--- src/rtl/adc_rp_pkg.sv ---
// adc_rp_pkg: shared widths, signed limits and the raw ADC code to two's complement conversion
package adc_rp_pkg;
  localparam int ADC_W = 14;
  localparam int DEC_MAX = 4;
  localparam int ACC_W = ADC_W + DEC_MAX;
  localparam logic signed [ADC_W-1:0] S_MAX = {1'b0, {(ADC_W-1){1'b1}}};
  localparam logic signed [ADC_W-1:0] S_MIN = {1'b1, {(ADC_W-1){1'b0}}};
  function automatic logic signed [ADC_W-1:0] rp_adc_to_signed(input logic [ADC_W-1:0] r);
    return {r[ADC_W-1], ~r[ADC_W-2:0]};
  endfunction
endpackage

--- src/rtl/adc_rp_if.sv ---
// adc_rp_if: ADC pin buses, capture controls and averaged two-channel result; master drives pins/controls, slave is the front end
interface adc_rp_if #(
  parameter int DATA_WIDTH = 14,
  parameter int DL_W = 3
);
  logic [DATA_WIDTH-1:0] adc_dat_a;
  logic [DATA_WIDTH-1:0] adc_dat_b;
  logic ce;
  logic [DL_W-1:0] dec_log2;
  logic ovr_clr;
  logic [DATA_WIDTH-1:0] adc0;
  logic [DATA_WIDTH-1:0] adc1;
  logic adc_valid;
  logic ovr0;
  logic ovr1;
  modport master (
    output adc_dat_a, adc_dat_b, ce, dec_log2, ovr_clr,
    input adc0, adc1, adc_valid, ovr0, ovr1
  );
  modport slave (
    input adc_dat_a, adc_dat_b, ce, dec_log2, ovr_clr,
    output adc0, adc1, adc_valid, ovr0, ovr1
  );
endinterface

--- src/rtl/adc_rp_decim.sv ---
// adc_rp_decim: one channel's accumulate-and-dump averager with sticky overrange; ports clk, rst, en/first/last window controls, ce, ovr_in, ovr_clr, sh, c in; dat, ovr out
module adc_rp_decim #(
  parameter int DATA_WIDTH = 14,
  parameter int ACC_W = 18,
  parameter int SH_W = 3
) (
  input logic clk,
  input logic rst,
  input logic en,
  input logic first,
  input logic last,
  input logic ce,
  input logic ovr_in,
  input logic ovr_clr,
  input logic [SH_W-1:0] sh,
  input logic signed [DATA_WIDTH-1:0] c,
  output logic [DATA_WIDTH-1:0] dat,
  output logic ovr
);
  logic signed [ACC_W-1:0] acc, sum;
  always_comb sum = (first ? '0 : acc) + {{(ACC_W-DATA_WIDTH){c[DATA_WIDTH-1]}}, c};
  always_ff @(posedge clk) begin
    if (rst) begin
      acc <= '0;
      dat <= '0;
      ovr <= 1'b0;
    end else begin
      acc <= en ? sum : '0;
      if (en && last) dat <= DATA_WIDTH'(sum >>> sh);
      ovr <= (ce && ovr_in) || (ovr && !ovr_clr);
    end
  end
endmodule

--- src/rtl/adc_rp.sv ---
// adc_rp: two-channel ADC capture front end (pin regs, signed conversion, overrange, power-of-two averaging); ports clk, rst, bus (adc_rp_if.slave)
module adc_rp
  import adc_rp_pkg::*;
#(
  parameter int DATA_WIDTH = ADC_W,
  parameter int DEC_MAX_LOG2 = DEC_MAX
) (
  input logic clk,
  input logic rst,
  adc_rp_if.slave bus
);
  localparam int DL_W = $clog2(DEC_MAX_LOG2 + 1);
  localparam int CW = DEC_MAX_LOG2;
  localparam int AW = DATA_WIDTH + DEC_MAX_LOG2;
  logic [DATA_WIDTH-1:0] s0_a, s0_b;
  logic signed [DATA_WIDTH-1:0] cv_a, cv_b, c_a, c_b;
  logic ce0, ce1, o_a, o_b, en, first, last, valid;
  logic [DL_W-1:0] dl_q, dl_c;
  logic [CW-1:0] cnt;
  always_comb begin
    cv_a = rp_adc_to_signed(s0_a);
    cv_b = rp_adc_to_signed(s0_b);
    dl_c = (dl_q > DL_W'(DEC_MAX_LOG2)) ? DL_W'(DEC_MAX_LOG2) : dl_q;
    en = ce1 && (bus.dec_log2 == dl_q);
    first = cnt == '0;
    last = cnt == CW'((32'd1 << dl_c) - 32'd1);
  end
  always_ff @(posedge clk) begin
    if (rst) begin
      s0_a <= '0;
      s0_b <= '0;
      ce0 <= 1'b0;
      ce1 <= 1'b0;
      c_a <= '0;
      c_b <= '0;
      o_a <= 1'b0;
      o_b <= 1'b0;
      cnt <= '0;
      valid <= 1'b0;
      dl_q <= bus.dec_log2;
    end else begin
      s0_a <= bus.adc_dat_a;
      s0_b <= bus.adc_dat_b;
      ce0 <= bus.ce;
      ce1 <= ce0;
      c_a <= cv_a;
      c_b <= cv_b;
      o_a <= (cv_a == S_MAX) || (cv_a == S_MIN);
      o_b <= (cv_b == S_MAX) || (cv_b == S_MIN);
      dl_q <= bus.dec_log2;
      valid <= en && last;
      cnt <= (en && !last) ? cnt + 1'b1 : '0;
    end
  end
  assign bus.adc_valid = valid;
  adc_rp_decim #(.DATA_WIDTH(DATA_WIDTH), .ACC_W(AW), .SH_W(DL_W)) u_a (
    .clk(clk), .rst(rst), .en(en), .first(first), .last(last), .ce(ce1), .ovr_in(o_a),
    .ovr_clr(bus.ovr_clr), .sh(dl_c), .c(c_a), .dat(bus.adc0), .ovr(bus.ovr0)
  );
  adc_rp_decim #(.DATA_WIDTH(DATA_WIDTH), .ACC_W(AW), .SH_W(DL_W)) u_b (
    .clk(clk), .rst(rst), .en(en), .first(first), .last(last), .ce(ce1), .ovr_in(o_b),
    .ovr_clr(bus.ovr_clr), .sh(dl_c), .c(c_b), .dat(bus.adc1), .ovr(bus.ovr1)
  );
endmodule

--- src/flat_wrapper.sv ---
// flat-port wrapper written by rule: the top's interface ports become plain ports
module adc_rp_flat import adc_rp_pkg::*;
#(
  parameter int DATA_WIDTH = ADC_W,
  parameter int DEC_MAX_LOG2 = DEC_MAX
)
  (clk, rst, bus_adc_dat_a, bus_adc_dat_b, bus_ce, bus_dec_log2, bus_ovr_clr, bus_adc0, bus_adc1, bus_adc_valid, bus_ovr0, bus_ovr1);
  adc_rp_if #(.DATA_WIDTH(DATA_WIDTH), .DL_W(3)) bus_i ();
  input logic clk;
  input logic rst;
  input wire logic [$bits(bus_i.adc_dat_a)-1:0] bus_adc_dat_a;
  input wire logic [$bits(bus_i.adc_dat_b)-1:0] bus_adc_dat_b;
  input wire logic [$bits(bus_i.ce)-1:0] bus_ce;
  input wire logic [$bits(bus_i.dec_log2)-1:0] bus_dec_log2;
  input wire logic [$bits(bus_i.ovr_clr)-1:0] bus_ovr_clr;
  output wire logic [$bits(bus_i.adc0)-1:0] bus_adc0;
  output wire logic [$bits(bus_i.adc1)-1:0] bus_adc1;
  output wire logic [$bits(bus_i.adc_valid)-1:0] bus_adc_valid;
  output wire logic [$bits(bus_i.ovr0)-1:0] bus_ovr0;
  output wire logic [$bits(bus_i.ovr1)-1:0] bus_ovr1;
  assign bus_i.adc_dat_a = bus_adc_dat_a;
  assign bus_i.adc_dat_b = bus_adc_dat_b;
  assign bus_i.ce = bus_ce;
  assign bus_i.dec_log2 = bus_dec_log2;
  assign bus_i.ovr_clr = bus_ovr_clr;
  assign bus_adc0 = bus_i.adc0;
  assign bus_adc1 = bus_i.adc1;
  assign bus_adc_valid = bus_i.adc_valid;
  assign bus_ovr0 = bus_i.ovr0;
  assign bus_ovr1 = bus_i.ovr1;
  adc_rp #(.DATA_WIDTH(DATA_WIDTH), .DEC_MAX_LOG2(DEC_MAX_LOG2)) u_core (.clk(clk), .rst(rst), .bus(bus_i));
endmodule
--- config.mk ---
export PLATFORM = sky130hd
export DESIGN_NAME = adc_rp_flat
export DESIGN_NICKNAME = d
export VERILOG_FILES = /design/src/rtl/adc_rp_pkg.sv /design/src/rtl/adc_rp_if.sv /design/src/rtl/adc_rp_decim.sv /design/src/rtl/adc_rp.sv /design/src/flat_wrapper.sv
export SDC_FILE = /design/constraint.sdc
export NUM_CORES = 1
export LEC_CHECK = 0
export CAP_MARGIN = 20
export CORE_ASPECT_RATIO = 0.8
export CORE_MARGIN = 2
export CORE_UTILIZATION = 48
export DETAILED_ROUTE_END_ITERATION = 8
export PLACE_DENSITY = 0.66
export SYNTH_ARGS = -nofsm -noshare
export SYNTH_HDL_FRONTEND = slang
export SYNTH_SLANG_ARGS = --single-unit
export TNS_END_PERCENT = 5
--- constraint.sdc ---
create_clock -name clk -period 7.6 [get_ports clk]
set_clock_uncertainty 0.1 [all_clocks]
set_input_delay 1.14 -clock clk [delete_from_list [all_inputs] [get_ports clk]]
set_output_delay 1.14 -clock clk [all_outputs]
set_load 0.02 [all_outputs]
==> results of run 1 <==
layout make-up:
cell class	count	share of cell area
flip-flops and latches	134	0.3273
well taps	180	0.02748
multi-input cells	603	0.4731
clock buffers	20	0.05450
inverters	22	0.01008
clock inverters	12	0.01756
repair buffers	73	0.08992
metrics by stage:
step / total power, mW / std cells / hold WS (ns)
2_1_floorplan: 0.8485 / 802 / 0.3127
3_3_place_gp: 0.8932 / 1009 / 0.3200
3_5_place_dp: 0.8960 / 1009 / 0.3264
4_1_cts: 1.708 / 1041 / 0.3404
5_1_grt: 1.762 / 1044 / 0.3527
6_report: 1.700 / 1044 / 0.3389
power by group through the flow:
stage | combinational (mW) | clock, mW | sequential [mW]
floorplan | 0.103 | 0 | 0.746
global placement | 0.140 | 0 | 0.753
detailed placement | 0.142 | 0 | 0.754
CTS | 0.144 | 0.826 | 0.738
global route | 0.165 | 0.859 | 0.739
finish | 0.149 | 0.815 | 0.737
worst min-delay path by stage:
stage                                     end  slack [ns]  cells after the start
global placement        u_core.ce1$_SDFF_PP0_        0.32                      1
global route            u_core.ce1$_SDFF_PP0_        0.35                      1
floorplan           u_core.c_a[12]$_SDFF_PP0_        0.31                      1
finish                  u_core.ce1$_SDFF_PP0_        0.34                      1
CTS                  u_core.c_a[2]$_SDFF_PP0_        0.34                      1
detailed placement      u_core.ce1$_SDFF_PP0_        0.33                      1
sequential cells by signal (all words and copies together) (netlist names), 3 cells and up:
name and count:
u_core.cnt 4, u_core.s0_a 14, u_core.u_a.dat 14, u_core.u_b.dat 14, u_core.dl_q 3, u_core.c_b 14, u_core.s0_b 14, u_core.u_a.acc 18
u_core.u_b.acc 18, u_core.c_a 14
routing by layer:
layer | vias to the layer above | GRT usage | part of all wire
met5 | - | 0 | 0
li1 | 2883 | - | -
met2 | 169 | 0.3237 | 0.42
met3 | 22 | 0.06152 | 0.058
met1 | 2639 | 0.3220 | 0.51
met4 | 0 | 0.06323 | 0.014
critical path: stages (launching register included):
cell and delay (ns):
dfxtp_1 0.42, inv_1 0.07, ha_1 0.20, nand2_1 0.40, buf_4 0.34, and2_1 0.17, ha_1 0.16, inv_1 0.06
fa_1 0.40, nand2b_1 0.18, a21oi_1 0.20, o211ai_1 0.18, a31o_1 0.27, nor3b_1 0.23, a2111oi_1 0.11, xor2_1 0.18
mux4_2 0.48, a21oi_1 0.15
logic make-up after synthesis:
family | synth area share
AOI/OAI and AO/OA | 0.1785
xor gates and xnor gates | 0.05124
adders and majority gates | 0.07199
buffers and inverters | 0.03747
DFF | 0.3938
muxes | 0.02755
and+or+nand+nor | 0.2395
cell usage in the layout, fill, tap and decap left out, types with 4 or more instances in the layout:
cell type,Yosys,layout
a211o_1,5,5
a211oi_1,28,28
a21o_1,11,11
a21oi_1,52,52
a31oi_1,7,7
and2_1,34,34
and3_1,5,5
buf_4,1,5
clkbuf_16,0,17
clkdlybuf4s50_1,0,64
dfxtp_1,134,134
ha_1,36,36
inv_1,21,21
mux2i_1,12,12
nand2_1,45,45
nand2b_1,9,9
nand3_1,10,10
nand4_1,10,10
nor2_1,137,136
nor2b_1,42,42
nor3_1,9,9
nor3b_1,6,6
nor4_1,8,8
o211ai_1,5,5
o21a_1,6,6
o21ai_0,24,24
o21ai_1,6,6
or3_1,4,4
xnor2_1,22,22
xor2_1,16,16
==> run summary, run 1 <==
status: complete, no violations
Total GRT Usage: 0.2230
die width: 137.2 um
internal power: 1.285 mW
element type at the critical path end: register
r2r setup slk: 3.23 ns
vias in the first global route: 5407
Syn Area/Cell: 8.495 sq um
Worst-Margin Slew: 0.8968 ns
R2R depth: 17
Ys Warns: 0
Clock transition at path regs: 0.07 ns
worst ir drop on vdd: 0.1508 mV
DRT antenna net count: 0
DR pass1 iterations: 5
# setup viols final: 0
number of flops mapped to enable cells by yosys: 0
Synth async-reset ratio: 0
Rel. slew slack: 0.4021
Setup crit start: u_core.cnt[0]$_SDFF_PP0_
io pins: 66
largest area contributor in the netlist: dfxtp_1
DP Worst Slack: 3.262 ns
vias per inst: 5.472
global route total overflow: 0
post-DP HPWL: 11360 um
Syn Nets: 875
synthesis-stage register bit count: 134
DIE AREA: 15170 sq um
clock power share: 0.479
most common cell in the netlist: nor2_1
WS Path Type: register to register
Logic pwr share: 0.087
WP data required: 7.84 ns
register area: 2683 sq um
port bufs: 65
WL per Instance: 15.61 um
CTS sink count: 134
Design Area, Final: 8195 sq um
synth cell count leaders: 137 x nor2_1, 134 x dfxtp_1, 52 x a21oi_1, 45 x nand2_1, 42 x nor2b_1
predominant post-synthesis flop cell: dfxtp_1
Hold Fails Final Rpt: 0
# Post-CTS Setup Buffers: 0
worst min path class: register to register
antenna violations before repair: 0
sequential power share: 0.434
Die Ht: 110.6 um
top fanout value on the critical path: 21
CTS tree: done
drt total wl: 16290 um
RR Endpoint: u_core.u_b.dat[13]$_SDFFE_PP0P_
max-capacitance violation count: 0
layout cell share with drive strength beyond 1: 0.07407
Final nets: 924
Distinct cells, synth: 74
fin crit share: 0.5752
hold buffers post-CTS: 0
fin. max-slew vios: 0
RSZ-0062 raised after global routing: false
Rows: 38
vias post-DR: 5713
fillcell total: 1200
diode count: 0
total CTS buffers: 17
Worst Setup EP: u_core.u_b.dat[13]$_SDFFE_PP0P_
min-delay src: u_core.ce0$_SDFF_PP0_
largest net degree at the start of global routing: 90
Layout Area Growth over Synthesis: 20.29%
Synth Instances: 802
Post-Syn Area: 6813 sq um
first-pass GRT wire length: 26700 um
post-CTS sizing: 0
RR Startpoint: u_core.cnt[0]$_SDFF_PP0_
DRC viols: 0
Period minus WS final: 4.372 ns
clock root buffer: clkbuf_16
Power per Cell Area: 207.5 nW/um^2
Clock Tree Buf Depth: 2
Pleak: 3.315 nW
H-Tree Depth: 4
core area: 13690 sq um
Area after DPL: 7551 sq um
initial core utilization: 0.4975
share of Yosys cell area claimed by the top area cell type: 0.3938
GP Congestion: 0.8839
critical path arrival: 4.62 ns
Switch Pwr: 0.4152 mW
Sum Neg Setup Slack: 0 ns
multi-input logic area: 3877 sq um
Switching Share: 0.2442
achievable frequency: 0.2288 GHz
startpoint types: register
top post-synthesis cells by area: dfxtp_1 39%, nor2_1 7.5%, ha_1 6.6%
Util after Layout: 0.5985
sequential fraction of the synthesis area: 0.3938
initial drt markers: 398
clk_lat worst skew: 0.42 ns
PnR worst setup slack: 3.228 ns
Note: power is estimated with default switching activity, not from simulation.
==> run 2: changes to the inputs <==
clock period = 4.3 ns   (was 7.6 ns; I/O delays follow)
==> run summary, run 2 (synthesis gave the netlist of run 1 again) <==
Hold Slack: 0.3388 ns
Sum Neg Setup Slack: 0 ns
vias per inst: 5.455
DIE AREA: 15170 sq um
H-Tree Depth: 4
vias in the first global route: 5507
diode count: 0
post-DP HPWL: 11870 um
initial core utilization: 0.4975
port bufs: 65
Total GRT Usage: 0.2293
worst ir drop on vdd: 0.2918 mV
io pins: 66
worst min path class: register to register
max-capacitance violation count: 0
Clock transition at path regs: 0.06 ns
Area after DPL: 7649 sq um
final total power: 3.073 mW
initial drt markers: 419
element type at the critical path end: register
vias post-DR: 5750
Power per Cell Area: 371.9 nW/um^2
antenna violations before repair: 0
startpoint types: register
Layout Area Growth over Synthesis: 21.27%
Rel. slew slack: 0.4560
fin crit share: 0.9249
clk_lat worst skew: 0.43 ns
Pleak: 3.367 nW
CTS sink count: 134
WP data required: 4.50 ns
DRC viols: 0
DRT antenna net count: 0
Die Ht: 110.6 um
layout cell share with drive strength beyond 1: 0.08581
critical path arrival: 4.18 ns
status: complete, no violations
Clock Tree Buf Depth: 2
post-CTS sizing: 0
Design Area, Final: 8262 sq um
die width: 137.2 um
core area: 13690 sq um
Worst-Margin Slew: 0.8160 ns
CTS tree: done
top fanout value on the critical path: 10
RSZ-0062 raised after global routing: false
Final nets: 934
global route total overflow: 0
achievable frequency: 0.2514 GHz
total CTS buffers: 17
Rows: 38
WL per Instance: 15.84 um
DR pass1 iterations: 5
most frequent cells in the layout: 136 x nor2_1, 134 x dfxtp_1, 64 x clkdlybuf4s50_1
WS Path Type: register to register
GP Congestion: 0.9149
Period minus WS final: 3.977 ns
hold buffers post-CTS: 0
largest net degree at the start of global routing: 73
first-pass GRT wire length: 27550 um
fin. max-slew vios: 0
clock root buffer: clkbuf_16
drt total wl: 16690 um
Hold Fails Final Rpt: 0
# Post-CTS Setup Buffers: 0
# setup viols final: 0
commonest non-fill, non-tap cell in the layout: nor2_1
Largest regs: u_core.u_a.acc (18), u_core.u_b.acc (18)
-- run 2: cell types whose count changed in the layout (fill, tap and decap cells not counted), sizes merged --
cell	delta
buf	+10
bufinv	+1
clkbuf	-1
-- run 2: power breakdown --
group          internal (mW)  switching [mW]
registers               1.28          0.0278
clock network          0.935           0.572
logic                  0.114           0.147
total                   2.33           0.746
-- run 2: critical path, stage by stage (launching register included) --
cell and delay, ns:
dfxtp_1 0.43, inv_1 0.07, ha_1 0.19, nand2_1 0.18
buf_4 0.22, and2_1 0.14, ha_1 0.16, inv_1 0.06
fa_1 0.41, nor2b_1 0.13, o21a_2 0.15, o21ai_1 0.10
a211oi_2 0.31, nor4_2 0.07, a311oi_2 0.45, mux2i_1 0.17
a211oi_1 0.30, a211o_1 0.14, a21oi_1 0.06
-- run 2: final timing paths --
check,start,endpoint,slack (ns),cells after the start
worst max-delay path,u_core.cnt[0]$_SDFF_PP0_,u_core.u_a.dat[7]$_SDFFE_PP0P_,0.32,18
worst min-delay path,u_core.u_b.dat[12]$_SDFFE_PP0P_,u_core.u_b.dat[12]$_SDFFE_PP0P_,0.34,2
worst max register to register,u_core.cnt[0]$_SDFF_PP0_,u_core.u_a.dat[7]$_SDFFE_PP0P_,0.32,18
worst min register to register,u_core.u_b.dat[12]$_SDFFE_PP0P_,u_core.u_b.dat[12]$_SDFFE_PP0P_,0.34,2
-- run 2: layer usage --
layer / vias up / track usage / share of wire
met5: - / 0 / 0
met4: 0 / 0.08110 / 0.016
met3: 22 / 0.05005 / 0.072
met2: 161 / 0.3380 / 0.42
met1: 2668 / 0.3280 / 0.49
li1: 2899 / - / -
-- run 2: final cells by class --
type                       count  area (sq um)
fill                        1206          5431
inverter                      22         82.58
clock buffer                  19         442.9
sequential                   134          2683
timing repair buffer          83         780.7
clock inverter                13         170.2
tap                          180         225.2
multi-input combinational    603          3877
-- run 2: metrics by stage --
stage	utilization	setup slack, ns	cells
3_3_place_gp	0.5586	0.5877	1022
5_1_grt	0.6033	0.06798	1054
2_1_floorplan	-	0.6886	802
4_1_cts	0.6033	0.3548	1054
3_5_place_dp	0.5586	0.3693	1022
6_report	0.6033	0.3229	1054
